File: src/rtl/isif_pixel_unpacker.sv
// Pops words from the input-interface FIFO and serialises their kept byte lanes
// into an 8-bit valid/ready pixel stream with start-of-frame, end-of-line and column tags.
module isif_pixel_unpacker #(
    parameter int TBITS = 32,
    parameter int TBYTE = 4,
    parameter int XBITS = 12
) (
    input  logic             ACLK,
    input  logic             ARESETN,
    input  logic [TBITS-1:0] isif_data_dout,
    input  logic [TBYTE-1:0] isif_strb_dout,
    input  logic             isif_last_dout,
    input  logic             isif_user_dout,
    input  logic             isif_empty_n,
    output logic             isif_read,
    output logic [7:0]       pix_data,
    output logic             pix_valid,
    input  logic             pix_ready,
    output logic             pix_sof,
    output logic             pix_eol,
    output logic [XBITS-1:0] pix_x,
    output logic [15:0]      drop_cnt
);

    // Handshake: a pixel transfers on a cycle where pix_valid & pix_ready are both 1;
    // pix_valid never drops and the pixel never changes while waiting for pix_ready.

    logic [TBITS-1:0] word_q;
    logic [TBYTE-1:0] mask_q;
    logic             last_q;
    logic             sof_pend;
    logic [TBYTE-1:0] lane_oh;
    logic             single;
    logic             hs;
    logic             done;
    logic             strb_any;

    // Isolate the lowest unsent lane; lanes leave in ascending order.
    assign lane_oh   = mask_q & (~mask_q + TBYTE'(1));
    assign single    = (mask_q != '0) && ((mask_q & (mask_q - TBYTE'(1))) == '0);
    assign pix_valid = |mask_q;
    assign hs        = pix_valid & pix_ready;
    assign done      = ~pix_valid | (hs & single);
    assign isif_read = isif_empty_n & done & ARESETN;
    assign pix_sof   = sof_pend & pix_valid;
    assign pix_eol   = last_q & single;
    assign strb_any  = |isif_strb_dout;

    always_comb begin
        pix_data = '0;
        for (int i = 0; i < TBYTE; i++) begin
            if (lane_oh[i]) begin
                pix_data = word_q[8*i +: 8];
            end
        end
    end

    always_ff @(posedge ACLK) begin
        if (!ARESETN) begin
            word_q   <= '0;
            mask_q   <= '0;
            last_q   <= 1'b0;
            sof_pend <= 1'b0;
            pix_x    <= '0;
            drop_cnt <= '0;
        end else begin
            if (hs) begin
                pix_x <= pix_eol ? '0 : pix_x + XBITS'(1);
            end
            if (isif_read) begin
                word_q   <= isif_data_dout;
                mask_q   <= isif_strb_dout;
                // An empty word carries no pixel, so its frame/line flags are dropped.
                last_q   <= isif_last_dout & strb_any;
                sof_pend <= isif_user_dout & strb_any;
                if (isif_user_dout && strb_any) begin
                    pix_x <= '0;
                end
                if (!strb_any && drop_cnt != 16'hFFFF) begin
                    drop_cnt <= drop_cnt + 16'd1;
                end
            end else if (hs) begin
                mask_q   <= mask_q & ~lane_oh;
                sof_pend <= 1'b0;
            end
        end
    end

endmodule

File: config.mk
export PLATFORM = sky130hd
export DESIGN_NAME = isif_pixel_unpacker
export DESIGN_NICKNAME = d
export VERILOG_FILES = /design/src/rtl/isif_pixel_unpacker.sv
export SDC_FILE = /design/constraint.sdc
export NUM_CORES = 1
export LEC_CHECK = 0
export BUFFER_PORTS_ARGS = -buffer_cell sky130_fd_sc_hd__buf_2
export CORE_MARGIN = 2
export CORE_UTILIZATION = 48
export CTS_CLUSTER_DIAMETER = 30
export DETAILED_ROUTE_END_ITERATION = 7
export PLACE_DENSITY = 0.77
export SYNTH_ARGS = -nofsm -noshare
export SYNTH_HDL_FRONTEND = slang
export SYNTH_SLANG_ARGS = --single-unit
File: constraint.sdc
create_clock -name ACLK -period 4.2 [get_ports ACLK]
set_input_delay 0 -clock ACLK [delete_from_list [all_inputs] [get_ports ACLK]]
set_output_delay 0 -clock ACLK [all_outputs]
set_load 0.03 [all_outputs]
==> flow_summary.yaml <==
global_route:
  grt_pass1_vias: 2987
  antenna_found_initial: 0
  grt_max_degree: 40
  grt_overflow: 0
  track_usage_pct: 23.6
  grt_first_pass_wirelength_um: 13500
power:
  p_clk_share_pct: 45.0
  p_sw_share_pct: 25.6
  combPwrFrac_pct: 14.4
  p_switching_uw: 438
  p_leak_uw: 0.00174
  power_density_nw_per_um2: 416
  vdd.ir_drop.worst_mv: 0.229
  p_int_uw: 1270
  p_seq_share_pct: 40.5
logic_synthesis:
  ys_ff_latch: 66
  synth_area_leader_cell: "dfxtp_1"
  post_synth.cell_area_avg_um2: 7.86
  synth_async_sr_flop_share_pct: 0
  synth_cells: 386
  syn-num-nets: 430
  ys_seq_area_share_pct: 43.6
  ys_warn_count: 0
  synth_top_area_share_pct: 43.6
  synthFlopType: "dfxtp_1"
  synth-edff-count: 0
  synth_area_um2: 3030
  synth_cell_types: 42
  synthTopCellsByArea: "dfxtp_1 44%, nand2_1 11%, a21oi_1 7.9%"
floorplanning:
  ios: 82
  num_rows: 28
  start_util_pct: 50.3
  die_x_um: 83.5
  die-area_um2: 6970
  die_y_um: 83.5
  core_um2: 6030
worst_setup_path:
  path_cells: "a2111oi_0 > a21oi_4 > buf_4 > or4_1 > a21oi_1"
  startpoint_type: "flop"
  worstPathArrival_ns: 3.11
  crit_path_end_kind: "flop"
  r2r_setup_slack_ns: 1.36
  crit_fanout: 39
  cp_slowest_cell: "a2111oi_0"
  critPathMaxStageDelay_ns: 0.93
  worstSetupPathType: "flop to flop"
  cp_data_required_time_ns: 4.47
cells_and_area:
  post-route-util_pct: 68.2
  multi_input_area_um2: 1580
  final_nets: 533
  nFillCells: 508
  finalInstanceArea_um2: 4110
  seqCellArea_um2: 1320
  drive_above_1_share_pct: 20.9
  layout.cells.non_filler: 569
  antenna-diode-count: 0
  area_delta_synth_final_pct: 35.5
  final_common_cell: "nand2_1"
  final_cell_mix: "86 x nand2_1, 81 x buf_2, 66 x dfxtp_1"
detailed_routing:
  route.detailed.drc: 0
  drtIter0Drc: 189
  wl_um: 7910
  final_antenna_net_count: 0
  vias: 3131
  vias_per_cell: 5.50
  drt_pass1_iterations: 5
  wl_per_cell_um: 13.9
sta:
  rsz0062_at_grt: "false"
  worstMarginPinSlew_ns: 0.966
  fin_skew_ns: 0.0108
  slew_viol_final: 0
  maxSlewHeadroom_pct: 33.9
  finalSetupViolCount: 0
  clock.fmax_mhz: 352
  fin_tns_setup_ns: 0
  hold_ws_ns: 0.0420
  fin_crit_ns: 2.84
  finalCritPeriodShare_pct: 67.7
  hold_violations: 0
hold_path:
  hold_class: "primary input to flop"
place:
  dp.cells: 515
  numPortBuffers: 81
  placed_area_um2: 3440
  dp_hpwl_um: 5130
  gp_congestion: 0.840
clocking:
  post_cts.repair.setup_buffers: 0
  root_buffer: "clkbuf_8"
  clk_path_buf_depth: 2
  cts_sinks: 66
  htree_levels: 3
  cts_resized: 0
  clk_pin_slew_worst_paths_ns: 0.08
  numCtsBuffers: 9
  cts_tree: "built"
  worstSkewPairLatency_ns: 0.35
flow_run:
  maxCapViolations: 0
run_status:
  outcome: "finished clean"
-- synth_stat cells (all sizes together) (2+ instances only) --
cell    number
inv          4
clkbuf      25
nor4         3
dfxtp       66
nand2       86
o21ai        6
o31ai        8
xor2         7
nand2b       6
nand3       12
nand4        9
a21oi       48
and4         2
and2         3
nor3         4
buf          5
mux2i        4
or3          3
and3         5
ha           2
or4          9
xnor2        4
nor2        31
a22oi       11
nor2b        2
a221o        9
-- final timing paths --
check                               from                   endpoint  cells past startpoint
hold reg to reg      last_q$_SDFFE_PN0P_        last_q$_SDFFE_PN0P_                      2
hold / removal                 pix_ready     mask_q[3]$_SDFFE_PN0P_                      4
setup reg to reg  mask_q[0]$_SDFFE_PN0P_  drop_cnt[12]$_SDFFE_PN0P_                      5
setup / recovery  mask_q[0]$_SDFFE_PN0P_  drop_cnt[12]$_SDFFE_PN0P_                      5
-- final cells by class --
cell class	count	area share, %
multi-input combinational	285	38.4
sequential	66	32.1
timing repair buffer	122	19.7
clock inverter	7	4.02
clock buffer	9	3.01
tap	75	2.28
inverter	5	0.457
-- what timing repair did --
action                                  in CTS  in global routing
endpoints found under the setup margin       0                  0
hold buffers                                38                  0
hold endpoints to repair                    38                  0
-- power by group through the flow --
| stage | clock [µW] | combinational [µW] | sequential [µW] |
|---|---|---|---|
| 2_1_floorplan | 0 | 166 | 692 |
| 3_3_place_gp | 0 | 213 | 706 |
| 3_5_place_dp | 0 | 217 | 707 |
| 4_1_cts | 778 | 245 | 693 |
| 5_1_grt | 804 | 275 | 699 |
| 6_report | 770 | 247 | 693 |
-- cell families after synthesis --
family	after synthesis	synth area share [%]
compound gates	90	18.9
simple gates	178	27.5
fa+ha+maj	2	0.825
buf+inv	35	4.74
flops	66	43.6
xor+xnor	11	3.18
mux	4	1.32
-- stage by stage --
step           setup slack [ns]  power, µW
5_1_grt                    1.13       1780
6_report                   1.36       1710
2_1_floorplan              2.05        858
4_1_cts                    1.40       1720
3_5_place_dp               1.41        924
3_3_place_gp               1.49        919
-- sequential cells by signal (all words and copies together) (netlist names) --
register,count
drop_cnt,16
last_q,1
mask_q,4
pix_x,12
sof_pend,1
word_q,32
-- per-layer routing --
metal  up-vias  wire length, µm  track usage [%]
li1       1563                -                -
met1      1440             3480             30.3
met5         -                0                0
met3        17              492             4.45
met4         0              182             10.4
met2       111             3750             38.6
-- worst max-delay path, delay by kind of cell, from the launching register on --
kind / cells / cell delay, ns
compound gates: 3 / 1.31
buf+inv: 1 / 0.34
flops: 1 / 0.57
simple gates: 1 / 0.54
(Power assumes the default switching activity.)
